<file path="src/rtl/multicycle_control_pkg.sv">
// Shared constants for the multi-cycle MIPS main control FSM.
//   - opcode values decoded in DECODE / MEMADR / BRANCH
//   - 4-bit state encoding (codes 12..15 unused)
//   - ALUop, ALUSrcB and PCSrc select encodings
//   - is_supported_op(): true for every opcode the FSM executes
package multicycle_control_pkg;

  localparam logic [5:0] OP_RTYPE = 6'b000000;
  localparam logic [5:0] OP_LW    = 6'b100011;
  localparam logic [5:0] OP_SW    = 6'b101011;
  localparam logic [5:0] OP_BEQ   = 6'b000100;
  localparam logic [5:0] OP_BNE   = 6'b000101;
  localparam logic [5:0] OP_ADDI  = 6'b001000;
  localparam logic [5:0] OP_J     = 6'b000010;

  typedef enum logic [3:0] {
    S_FETCH   = 4'd0,
    S_DECODE  = 4'd1,
    S_MEMADR  = 4'd2,
    S_MEMRD   = 4'd3,
    S_MEMWB   = 4'd4,
    S_MEMWR   = 4'd5,
    S_EXECUTE = 4'd6,
    S_ALUWB   = 4'd7,
    S_BRANCH  = 4'd8,
    S_ADDIEX  = 4'd9,
    S_ADDIWB  = 4'd10,
    S_JUMP    = 4'd11
  } state_t;

  localparam logic [1:0] ALUOP_ADD   = 2'b00;
  localparam logic [1:0] ALUOP_SUB   = 2'b01;
  localparam logic [1:0] ALUOP_FUNCT = 2'b10;

  localparam logic [1:0] ALUSRCB_REG   = 2'b00;
  localparam logic [1:0] ALUSRCB_FOUR  = 2'b01;
  localparam logic [1:0] ALUSRCB_IMM   = 2'b10;
  localparam logic [1:0] ALUSRCB_IMMSH = 2'b11;

  localparam logic [1:0] PCSRC_ALU    = 2'b00;
  localparam logic [1:0] PCSRC_ALUOUT = 2'b01;
  localparam logic [1:0] PCSRC_JUMP   = 2'b10;

  function automatic logic is_supported_op(input logic [5:0] op);
    case (op)
      OP_RTYPE, OP_LW, OP_SW, OP_BEQ, OP_BNE, OP_ADDI, OP_J: is_supported_op = 1'b1;
      default:                                               is_supported_op = 1'b0;
    endcase
  endfunction

endpackage

</file>
<file path="src/rtl/multicycle_control.sv">
// Main control FSM of the multi-cycle MIPS datapath.
// Ports:
//   clk, rst_n        clock, asynchronous active-low reset
//   Op[5:0]           instruction opcode (IR[31:26])
//   Zero              ALU zero flag (branch decision)
//   mem_ready         memory finishes the current access this cycle
//   ALUop[1:0]        00 add, 01 subtract, 10 use funct
//   IorD, ALUSrcA, RegDst, MemtoReg, ALUSrcB[1:0], PCSrc[1:0]  mux selects
//   IRWrite, MemWrite, RegWrite, PCEn                          write enables
//   illegal_op        one-cycle pulse in DECODE for an unsupported opcode
//   state[3:0]        current state code (debug)
// Outputs are decoded from the current state (some qualified by mem_ready,
// Zero or Op); the write enables are gated by rst_n so nothing is written
// while reset is held.
module multicycle_control
  import multicycle_control_pkg::*;
(
  input  logic       clk,
  input  logic       rst_n,
  input  logic [5:0] Op,
  input  logic       Zero,
  input  logic       mem_ready,
  output logic [1:0] ALUop,
  output logic       IorD,
  output logic       ALUSrcA,
  output logic       RegDst,
  output logic       MemtoReg,
  output logic [1:0] ALUSrcB,
  output logic [1:0] PCSrc,
  output logic       IRWrite,
  output logic       MemWrite,
  output logic       RegWrite,
  output logic       PCEn,
  output logic       illegal_op,
  output logic [3:0] state
);

  state_t state_reg;
  state_t state_next;

  logic ir_write_next;
  logic mem_write_next;
  logic reg_write_next;
  logic pc_en_next;
  logic illegal_next;

  // Next-state logic
  always_comb begin
    state_next = S_FETCH;
    case (state_reg)
      S_FETCH:   state_next = mem_ready ? S_DECODE : S_FETCH;
      S_DECODE: begin
        case (Op)
          OP_LW, OP_SW:   state_next = S_MEMADR;
          OP_RTYPE:       state_next = S_EXECUTE;
          OP_BEQ, OP_BNE: state_next = S_BRANCH;
          OP_ADDI:        state_next = S_ADDIEX;
          OP_J:           state_next = S_JUMP;
          default:        state_next = S_FETCH;
        endcase
      end
      S_MEMADR:  state_next = (Op == OP_SW) ? S_MEMWR : S_MEMRD;
      S_MEMRD:   state_next = mem_ready ? S_MEMWB : S_MEMRD;
      S_MEMWB:   state_next = S_FETCH;
      S_MEMWR:   state_next = mem_ready ? S_FETCH : S_MEMWR;
      S_EXECUTE: state_next = S_ALUWB;
      S_ALUWB:   state_next = S_FETCH;
      S_BRANCH:  state_next = S_FETCH;
      S_ADDIEX:  state_next = S_ADDIWB;
      S_ADDIWB:  state_next = S_FETCH;
      S_JUMP:    state_next = S_FETCH;
      default:   state_next = S_FETCH;  // unused codes recover to FETCH
    endcase
  end

  always_ff @(posedge clk or negedge rst_n) begin
    if (!rst_n) begin
      state_reg <= S_FETCH;
    end else begin
      state_reg <= state_next;
    end
  end

  // Output decode: flat case on the current state, everything defaults to 0
  always_comb begin
    IorD           = 1'b0;
    ALUSrcA        = 1'b0;
    RegDst         = 1'b0;
    MemtoReg       = 1'b0;
    ALUSrcB        = ALUSRCB_REG;
    PCSrc          = PCSRC_ALU;
    ALUop          = ALUOP_ADD;
    ir_write_next  = 1'b0;
    mem_write_next = 1'b0;
    reg_write_next = 1'b0;
    pc_en_next     = 1'b0;
    illegal_next   = 1'b0;
    case (state_reg)
      S_FETCH: begin
        ALUSrcB       = ALUSRCB_FOUR;
        ir_write_next = mem_ready;
        pc_en_next    = mem_ready;
      end
      S_DECODE: begin
        ALUSrcB      = ALUSRCB_IMMSH;
        illegal_next = ~is_supported_op(Op);
      end
      S_MEMADR: begin
        ALUSrcA = 1'b1;
        ALUSrcB = ALUSRCB_IMM;
      end
      S_MEMRD: begin
        IorD = 1'b1;
      end
      S_MEMWB: begin
        MemtoReg       = 1'b1;
        reg_write_next = 1'b1;
      end
      S_MEMWR: begin
        IorD           = 1'b1;
        mem_write_next = 1'b1;  // held for the whole wait
      end
      S_EXECUTE: begin
        ALUSrcA = 1'b1;
        ALUop   = ALUOP_FUNCT;
      end
      S_ALUWB: begin
        RegDst         = 1'b1;
        reg_write_next = 1'b1;
      end
      S_BRANCH: begin
        ALUSrcA    = 1'b1;
        ALUop      = ALUOP_SUB;
        PCSrc      = PCSRC_ALUOUT;
        pc_en_next = (Op == OP_BNE) ? ~Zero : Zero;
      end
      S_ADDIEX: begin
        ALUSrcA = 1'b1;
        ALUSrcB = ALUSRCB_IMM;
      end
      S_ADDIWB: begin
        reg_write_next = 1'b1;
      end
      S_JUMP: begin
        PCSrc      = PCSRC_JUMP;
        pc_en_next = 1'b1;
      end
      default: begin
      end
    endcase
  end

  // Enables are masked while reset is asserted so an abandoned instruction
  // cannot leak a write during the reset window.
  assign IRWrite    = rst_n & ir_write_next;
  assign MemWrite   = rst_n & mem_write_next;
  assign RegWrite   = rst_n & reg_write_next;
  assign PCEn       = rst_n & pc_en_next;
  assign illegal_op = rst_n & illegal_next;
  assign state      = state_reg;

endmodule

</file>
<file path="config.mk">
export PLATFORM = sky130hd
export DESIGN_NAME = multicycle_control
export DESIGN_NICKNAME = d
export VERILOG_FILES = /design/src/rtl/multicycle_control_pkg.sv /design/src/rtl/multicycle_control.sv
export SDC_FILE = /design/constraint.sdc
export NUM_CORES = 1
export LEC_CHECK = 0
export ABC_CLOCK_PERIOD_IN_PS = 1200
export BUFFER_PORTS_ARGS = -buffer_cell sky130_fd_sc_hd__buf_2
export CAP_MARGIN = 10
export CORE_MARGIN = 2
export CORE_UTILIZATION = 42
export DETAILED_ROUTE_END_ITERATION = 8
export PLACE_DENSITY = 0.75
export SLEW_MARGIN = 25
export SYNTH_ARGS = -nofsm -noshare
export SYNTH_HDL_FRONTEND = slang
export SYNTH_SLANG_ARGS = --single-unit
</file>
<file path="constraint.sdc">
create_clock -name clk -period 1.2 [get_ports clk]
set_input_delay 0 -clock clk [delete_from_list [all_inputs] [get_ports clk]]
set_output_delay 0 -clock clk [all_outputs]
set_load 0.1 [all_outputs]
</file>
==> flow_summary.yaml, run 1 <==
outcome:
  outcome: "aborted with a tool error"
  haltStage: "4_1_cts"
  firstError: "[ERROR DPL-0038] Utilization greater than 100%, impossible to legalize"
synth:
  synth_nets: 89
  yosys_warnings: 0
  async_flop_share_pct: 100
  syn_avg_cell_area_sq_um: 8.57
  dominantRegCellSynth: "dfrtp_1"
  synthCells: 79
  synth-seq-cells: 4
  syn_area_sq_um: 677
  synth-edff-count: 0
  ys_types: 43
  ys_seq_area_share_pct: 14.8
die:
  rows: 14
  initial_core_util_pct: 44.9
  die_w_um: 44.1
  io_pins: 29
  die_h_um: 44.1
cts:
  cts_resized: 24
  cts_made_buffers: 3
  post_cts_buffers: 11
  clockBufferDepth: 2
  root_buffer: "clkbuf_4"
  holdBufCountCts: 1
  ctsHtreeMaxLevel: 1
  numClockSinks: 4
placement:
  placed_area_sq_mm: 0.00134
  port_buffers: 28
  routabilityCongestion: 0.817
  dp_hpwl_mm: 2.00
==> synthesized netlist by cell type (2+ instances only) <==
| cell type | instances | share of area [%] |
|---|---|---|
| buf_6 | 5 | 8.3 |
| and2b_2 | 2 | 2.6 |
| nand3_1 | 3 | 2.2 |
| nand2b_1 | 4 | 3.7 |
| nor2b_1 | 2 | 1.8 |
| nor3_1 | 5 | 3.7 |
| o21ai_0 | 2 | 1.5 |
| nor2_1 | 7 | 3.9 |
| nand2_1 | 3 | 1.7 |
| and4_1 | 2 | 2.6 |
| o221ai_2 | 2 | 4.4 |
| nand3b_1 | 3 | 3.3 |
| o21ai_1 | 2 | 1.5 |
| nor3b_1 | 2 | 2.2 |
| o2111ai_1 | 3 | 3.9 |
| dfrtp_1 | 4 | 15 |
| a221oi_2 | 2 | 4.4 |
==> per-stage QoR <==
| stage | setup WS [ps] | std cells |
|---|---|---|
| after detailed placement | -282 | 136 |
| after global placement | -196 | 136 |
| after floorplan | -1700 | 79 |
==> logic make-up after synthesis <==
kind of cell | count (synthesis) | synth area share [%]
buffers and inverters | 8 | 10.7
and+or+nand+nor | 48 | 49.5
DFF | 4 | 14.8
xor gates and xnor gates | 2 | 2.59
AOI/OAI and AO/OA | 17 | 22.4
==> run 2: changes to the inputs <==
- ABC_CLOCK_PERIOD_IN_PS: 1200 -> 1600
- CORE_AREA: not set -> 2 2 63 65
- CORE_MARGIN: 2 -> not set
- CORE_UTILIZATION: 42 -> not set
- DIE_AREA: not set -> 0 0 65 67
- PLACE_DENSITY: 0.75 -> not set
- PLACE_DENSITY_LB_ADDON: not set -> 0.15
- clock period: 1.2 -> 1.6 ns (I/O delays scaled with it)
==> run 2 against run 1 <==
Against the previous run:
- the flow now finishes, with violations (negative setup slack)
- synthesized cell count unchanged
- area after synthesis stayed put
==> flow_summary.yaml, run 2 <==
outcome:
  outcome: "finished with violations"
  violations: "negative setup slack"
cts:
  tritoncts: "yes"
  root_buffer: "clkbuf_8"
  clk_latency_ps: 220
  ctsHtreeMaxLevel: 1
  clockBufferDepth: 2
  cts_made_buffers: 3
  path_clk_slew_ps: 30
  numClockSinks: 4
placement:
  placed_area_sq_mm: 0.00123
  port_buffers: 28
  routabilityCongestion: 0.725
  dp_hpwl_mm: 1.72
  preCtsSetupSlack_ps: 95.3
  placedCellCount: 157
timing:
  clock_skew_ps: 1.87
  rsz0062_at_grt: "yes"
  fin_ws_ps: -88.8
  finalCritPeriodShare_pct: 106
  finalHoldViolCount: 0
  slew_viol_final: 0
  period_minus_slack_ps: 1690
  fmax_ghz: 0.592
  slew_headroom_pct: 67.6
  worstMarginPinSlew_ps: 489
  setup_violations: 1
power_and_ir_drop:
  power.leakage_nw: 0.518
  powerDensity_mw_per_mm2: 1510
  total_power_w: 0.00212
  internal_power_w: 0.000905
  peakVddDrop_mv: 0.568
  p_comb_share_pct: 80.9
  p_clk_share_pct: 10.1
  pwr-share-seq_pct: 9.0
  power.share.switching_pct: 57.3
  power_switching_w: 0.00121
layout:
  diodes: 0
  area_growth_pct: 107
  instances_no_fill: 171
  fill_cells: 348
  fin_area_sq_mm: 0.00140
  final_cell_mix: "buf_4, buf_12, buf_2, nor2_4, dfrtp_4"
  nNetsFinal: 135
  utilization_pct: 38.8
  drive_gt1_share_pct: 68.3
  mostFrequentLayoutCell: "buf_4"
  largest_register_ffs: 4
global_route:
  grt_pass1_wl_mm: 3.72
  grt_usage_pct: 11.2
  antenna_found_initial: 0
  grt_max_degree: 14
  overflow: 0
  grt_pass1_vias: 774
hold_path:
  hold_path_depth: 4
  hold_class: "in2reg"
route:
  drt_iter0_markers: 18
  drtPass1Iterations: 4
  drc: 0
  wl_per_cell_um: 13.0
  detail-route-antenna-nets: 0
  dr.max_layer_used: "met4"
  wl_met3_um: 150
  routed_wl_mm: 2.22
  drt-met1-wl_um: 926
  vias: 812
  wl_met2_mm: 1.10
  post_drt_via_cell_ratio: 4.75
worst_setup_path:
  endpoint: "PCEn"
  reg2reg_slack_ps: 190
  arrival_ps: 1690
  rr_worst_depth: 4
  crit_chain: "nor4b_4 > nand3b_1 > o221ai_4 > buf_12"
  endpoint_kind: "output port"
  crit_path_max_incr_delay_ps: 490
  required_ps: 1600
  critical_path_class: "reg2out"
  startpoint_type: "flip-flop"
  worst_path_max_delay_cell: "dfrtp_4"
  r2r_end: "state[2]"
  crit_start: "state[0]"
  path_max_fanout: 4
  r2r_start: "state[0]"
synth:
  syn_area_sq_um: 677
  synth_nets: 89
  synth_common_cells: "nor2_1, buf_6, nor3_1"
  synth_area_leaders: "dfrtp_1, buf_6, a221oi_2, o221ai_2, nor2_1"
  synth-seq-cells: 4
  synth_top_cell_by_area: "dfrtp_1"
  dominantRegCellSynth: "dfrtp_1"
  synth_most_common_cell: "nor2_1"
  yosys_warnings: 0
  async_flop_share_pct: 100
  synth_top_area_share_pct: 14.8
  ys_seq_area_share_pct: 14.8
  synthCells: 79
  ys_types: 43
  syn_avg_cell_area_sq_um: 8.57
  synth-edff-count: 0
die:
  die_w_um: 65
  dieArea_sq_mm: 0.00436
  rows: 22
  io_pins: 29
  initial_core_util_pct: 18.8
  die_h_um: 67
  core_sq_mm: 0.00361
run:
  cap_viol_max_count: 0
==> run 2: repair_timing <==
action                                  CTS  global route
resized for setup                         5             3
hold endpoints to repair                  4             0
endpoints found under the setup margin    4             5
hold buffers                              1             0
buffers inserted                          6             4
pin swaps                                 5             6
==> run 2: layout make-up <==
type	instances	area (sq um)	share of cell area (%)
flip-flops and latches	4	115	8.22
clock buffers	3	41.3	2.95
well taps	48	60.1	4.29
inverters	1	6.26	0.447
multi-input cells	67	652	46.6
repair buffers	48	526	37.5
==> run 2: worst min path at each step <==
stage | from | endpoint | slack [ps]
after floorplan | rst_n | state[0] | -300
after global routing | Op[4] | state[0] | 170
after CTS | Op[4] | state[0] | 150
after global placement | rst_n | state[3] | -130
after detailed placement | rst_n | state[3] | -120
final | Op[4] | state[0] | 140
==> run 2: metal layers <==
metal | GRT usage, % | vias up
li1 | - | 396
met1 | 12.7 | 372
met2 | 19.5 | 40
met3 | 2.03 | 4
met4 | 6.65 | 0
met5 | 0 | -
==> run 2: per-stage QoR <==
stage	hold slack, ps	TNS, ps
after CTS	145	-142
after global routing	169	-195
after floorplan	-296	-3940
final	141	-88.8
after detailed placement	-122	0
after global placement	-128	0
==> run 2: critical path: cells and delay by family, from the launching register on <==
kind / cells / cell delay (ps)
buffers and inverters: 1 / 200
and+or+nand+nor: 2 / 530
AOI/OAI and AO/OA: 1 / 240
DFF: 1 / 490
==> run 2: cells by family (layout without fill, tap and decap cells) <==
kind of cell / Yosys count / count (layout) / synth area share [%]
flops: 4 / 4 / 14.8
simple gates: 48 / 48 / 49.5
xor+xnor: 2 / 2 / 2.59
compound gates: 17 / 17 / 22.4
buf+inv: 8 / 52 / 10.7
==> run 2: power by group through the flow <==
stage | logic, W | registers (W) | clock network [W]
finish | 0.00171 | 0.000190 | 0.000215
global route | 0.00180 | 0.000195 | 0.000224
CTS | 0.00168 | 0.000192 | 0.000219
detailed placement | 0.00158 | 0.000217 | 0
global placement | 0.00158 | 0.000214 | 0
floorplan | 0.00104 | 0.000351 | 0
No activity file was read; power rests on OpenSTA's default activity.
==> run 3: changes to the inputs <==
- PLACE_DENSITY: not set -> 0.46
- PLACE_DENSITY_LB_ADDON: 0.15 -> not set
==> run 3 against run 2 <==
Against the previous run:
- core utilization decreased by 0.42 points
- cell count decreased by 1.2%
- sequential power up 6%
- the run still ends with negative setup slack left
- sequential share of layout area grew 0.089 points
- total power increased by 0.91%
- register-to-register slack worse by 70 ps
- largest cell class unchanged
- die area is the same
- count of clock-buffer cells in the layout is the same
- critical path depth unchanged
- wire length up 3.3%
- sequential cell count stayed put
==> flow_summary.yaml, run 3 (synthesized netlist as in run 2, its figures left out) <==
outcome:
  outcome: "finished with violations"
  violations: "negative setup slack"
timing:
  rsz0062_at_grt: "yes"
  worstMarginPinSlew_ps: 503
  finalHoldViolCount: 0
  slew_viol_final: 0
  slew_headroom_pct: 66.7
  period_minus_slack_ps: 1620
  whs_ps: 147
  clock_skew_ps: 4.23
  fin_ws_ps: -22.4
  fmax_ghz: 0.616
  finalCritPeriodShare_pct: 101
  setup_violations: 3
worst_setup_path:
  startpoint_type: "flip-flop"
  path_max_fanout: 5
  critical_path_class: "reg2out"
  reg2reg_slack_ps: 120
  endpoint_kind: "output port"
  arrival_ps: 1620
  required_ps: 1600
power_and_ir_drop:
  power.leakage_nw: 0.504
  powerDensity_mw_per_mm2: 1540
  power.share.switching_pct: 57.7
  power_switching_w: 0.00123
  pwr-share-seq_pct: 9.4
  p_clk_share_pct: 10.1
  internal_power_w: 0.000905
  p_comb_share_pct: 80.5
  peakVddDrop_mv: 0.442
route:
  wl_met3_um: 128
  drc: 0
  post_drt_via_cell_ratio: 4.67
  routed_wl_mm: 2.29
  drt-met1-wl_um: 967
  vias: 789
  detail-route-antenna-nets: 0
  drtPass1Iterations: 4
  drt_iter0_markers: 10
  wl_met2_mm: 1.16
  wl_per_cell_um: 13.6
  dr.max_layer_used: "met4"
cts:
  ctsHtreeMaxLevel: 1
  numClockSinks: 4
  path_clk_slew_ps: 30
  cts_made_buffers: 3
  root_buffer: "clkbuf_8"
  clockBufferDepth: 2
  clk_latency_ps: 220
  tritoncts: "yes"
placement:
  placed_area_sq_mm: 0.00120
  routabilityCongestion: 0.849
  port_buffers: 28
  dp_hpwl_mm: 1.63
layout:
  area_growth_pct: 105
  fin_area_sq_mm: 0.00139
  diodes: 0
  nNetsFinal: 133
  final_cell_mix: "buf_12, buf_4, buf_2, nor2_4, dfrtp_4"
  drive_gt1_share_pct: 66.9
  mostFrequentLayoutCell: "buf_12"
  largest_register_ffs: 4
die:
  initial_core_util_pct: 18.8
  die_h_um: 67
  rows: 22
  core_sq_mm: 0.00361
  die_w_um: 65
  dieArea_sq_mm: 0.00436
  io_pins: 29
global_route:
  overflow: 0
  antenna_found_initial: 0
  grt_usage_pct: 11.2
  grt_pass1_wl_mm: 3.77
  grt_max_degree: 14
  grt_pass1_vias: 800
run:
  cap_viol_max_count: 0
hold_path:
  hold_class: "in2reg"
-- run 3: path summary, 6_finish.rpt --
check,start,to,depth (start not counted)
hold reg to reg,state[3],state[0],2
max in group asynchronous,rst_n,state[1],2
hold / removal,Op[2],state[0],4
min in group asynchronous,rst_n,state[0],2
setup / recovery,state[1],PCEn,4
setup reg to reg,state[2],state[2],5
-- run 3: worst max-delay path: stages (launching register included) --
cell	delay (ps)
dfrtp_4	500
nor4b_4	330
nand3b_1	150
o221ai_4	210
buf_12	200
-- run 3: stage by stage --
stage	instances	TNS [ps]	power (W)	setup WS, ps	utilization [%]
global route	169	-263	0.00223	-96.7	38.4
floorplan	79	-3940	0.00139	-1300	-
global placement	153	0	0.00178	158	33.2
CTS	168	-56.4	0.00210	-33.0	37.1
detailed placement	153	0	0.00179	133	33.2
finish	169	-53.2	0.00214	-22.4	38.4
-- run 3: layer usage --
layer,track usage (%),vias up
li1,-,390
met1,13.4,365
met2,19.8,30
met3,1.69,4
met4,4.79,0
met5,0,-
-- run 3: area by class of cell --
class,instances,area [sq um]
timing repair buffer,46,507
fill,365,2220
tap,48,60.1
sequential,4,115
multi-input combinational,67,656
inverter,1,6.26
clock buffer,3,41.3
-- run 3: power by group through the flow --
stage,clock [W],combinational [W],sequential [W]
after floorplan,0,0.00104,0.000351
after global placement,0,0.00154,0.000233
after detailed placement,0,0.00155,0.000238
after CTS,0.000219,0.00168,0.000199
after global routing,0.000233,0.00179,0.000205
final,0.000216,0.00172,0.000201
-- run 3: what timing repair did --
item | CTS | global route
hold buffers | 1 | 0
gates resized for setup | 4 | 6
hold endpoints to repair | 4 | 0
endpoints found under the setup margin | 3 | 6
pin swaps | 3 | 2
buffers inserted | 11 | 1
==> run 4: changes to the inputs <==
- BUFFER_PORTS_ARGS: -buffer_cell sky130_fd_sc_hd__buf_2 -> not set
- DONT_BUFFER_PORTS: not set -> 1
- PLACE_DENSITY: 0.46 -> 0.39
==> run 4 against run 3 <==
Against the previous run:
- the run still ends with negative setup slack left
- register-to-register slack lost 30 ps
- cell count shrank 3.0%
- critical path depth is the same
- wire length grew 2.5%
- worst setup slack lost 47 ps
- sequential power shrank 2%
- clock skew shrank 2.4 ps
- global-route usage grew 0.95 points
- sequential share of layout area is essentially flat
- clock power is essentially flat
- total power shrank 0.55%
==> flow_summary.yaml, run 4 (synthesized netlist as in run 2, its figures left out) <==
die:
  io_pins: 29
  rows: 22
  die_w_um: 65
  core_sq_mm: 0.00361
  die_h_um: 67
  initial_core_util_pct: 18.8
  dieArea_sq_mm: 0.00436
global_route:
  grt_pass1_vias: 816
  overflow: 0
  grt_usage_pct: 12.2
  grt_pass1_wl_mm: 3.93
  antenna_found_initial: 0
  grt_max_degree: 14
route:
  vias: 771
  drtPass1Iterations: 3
  drc: 0
  post_drt_via_cell_ratio: 4.70
  routed_wl_mm: 2.35
  detail-route-antenna-nets: 0
  wl_per_cell_um: 14.3
  drt_iter0_markers: 25
worst_setup_path:
  startpoint_type: "flip-flop"
  path_max_fanout: 6
  required_ps: 1600
  critical_path_class: "reg2out"
  arrival_ps: 1670
  reg2reg_slack_ps: 90
  endpoint_kind: "output port"
timing:
  finalHoldViolCount: 0
  clock_skew_ps: 1.88
  slew_headroom_pct: 71.2
  worstMarginPinSlew_ps: 429
  tns_ps: -84.9
  fin_ws_ps: -69.4
  rsz0062_at_grt: "yes"
  fmax_ghz: 0.599
  period_minus_slack_ps: 1670
  slew_viol_final: 0
  finalCritPeriodShare_pct: 104
  setup_violations: 2
power_and_ir_drop:
  power.leakage_nw: 0.493
  peakVddDrop_mv: 0.574
  powerDensity_mw_per_mm2: 1540
outcome:
  outcome: "finished with violations"
  violations: "negative setup slack"
layout:
  instances_no_fill: 164
  nNetsFinal: 128
  area_growth_pct: 104
  final_cell_mix: "buf_4, buf_12, nor2_4, buf_6"
  mostFrequentLayoutCell: "buf_4"
  diodes: 0
  largest_register_ffs: 4
  drive_gt1_share_pct: 63.8
cts:
  root_buffer: "clkbuf_8"
  clk_latency_ps: 220
  tritoncts: "yes"
  cts_made_buffers: 3
  path_clk_slew_ps: 30
  numClockSinks: 4
  ctsHtreeMaxLevel: 1
  clockBufferDepth: 2
placement:
  port_buffers: 0
  placedCellCount: 146
  dp_hpwl_mm: 1.71
  preCtsSetupSlack_ps: 118
  routabilityCongestion: 0.812
run:
  cap_viol_max_count: 0
hold_path:
  hold_class: "in2reg"
-- run 4: cell types whose count changed in the layout (fill, tap and decap cells not counted), moves of 3 or more --
cell	change
buf_6	+3
buf_2	-13
buf_12	-3
dlygate4sd3_1	+3
buf_4	+5
-- run 4: through the flow --
step	util (%)	total power, W	hold slack, ps	instance area, sq um
2_1_floorplan	-	0.00139	-296	803
3_3_place_gp	31.8	0.00176	-295	1150
3_5_place_dp	31.8	0.00176	-295	1150
4_1_cts	36.6	0.00206	16.2	1320
5_1_grt	38.2	0.00222	47.2	1380
6_report	38.2	0.00213	15.8	1380
-- run 4: final cells by class --
class / instances / area, sq um
timing repair buffer: 41 / 507
tap: 48 / 60.1
sequential: 4 / 115
inverter: 1 / 6.26
multi-input combinational: 67 / 648
clock buffer: 3 / 41.3
fill: 363 / 2230
-- run 4: worst paths after layout --
kind                            startpoint       end  cells past startpoint
worst max-delay path              state[0]      PCEn                      4
worst min-delay path             mem_ready  state[0]                      2
worst max register to register    state[0]  state[1]                      6
worst min register to register    state[3]  state[0]                      2
max in group asynchronous            rst_n  state[0]                      1
min in group asynchronous            rst_n  state[3]                      1
-- run 4: critical path, stage by stage, from the launching register on --
cell and delay (ps):
dfrtp_4 500, nor4b_4 370, nand3b_1 160, o221ai_4 210, buf_12 200
-- run 4: per-layer routing --
metal / GRT usage (%) / share of wire (%) / vias up
met3: 3.72 / 6.4 / 4
met5: 0 / 0 / -
met1: 14.3 / 41 / 359
li1: - / - / 384
met4: 4.79 / 1.9 / 0
met2: 20.6 / 51 / 24
-- run 4: repair_timing --
action,4_1_cts,5_1_grt
hold endpoints to repair,6,0
hold buffers,4,0
resized for setup,3,9
pin swaps,6,6
endpoints found under the setup margin,4,10
setup buffers,9,4
-- run 4: power by group --
group	total [W]	internal, W	switching (W)
registers	0.000196	0.000142	0.0000540
logic	0.00171	0.000611	0.00110
clock network	0.000217	0.000161	0.0000564
total	0.00213	0.000914	0.00121
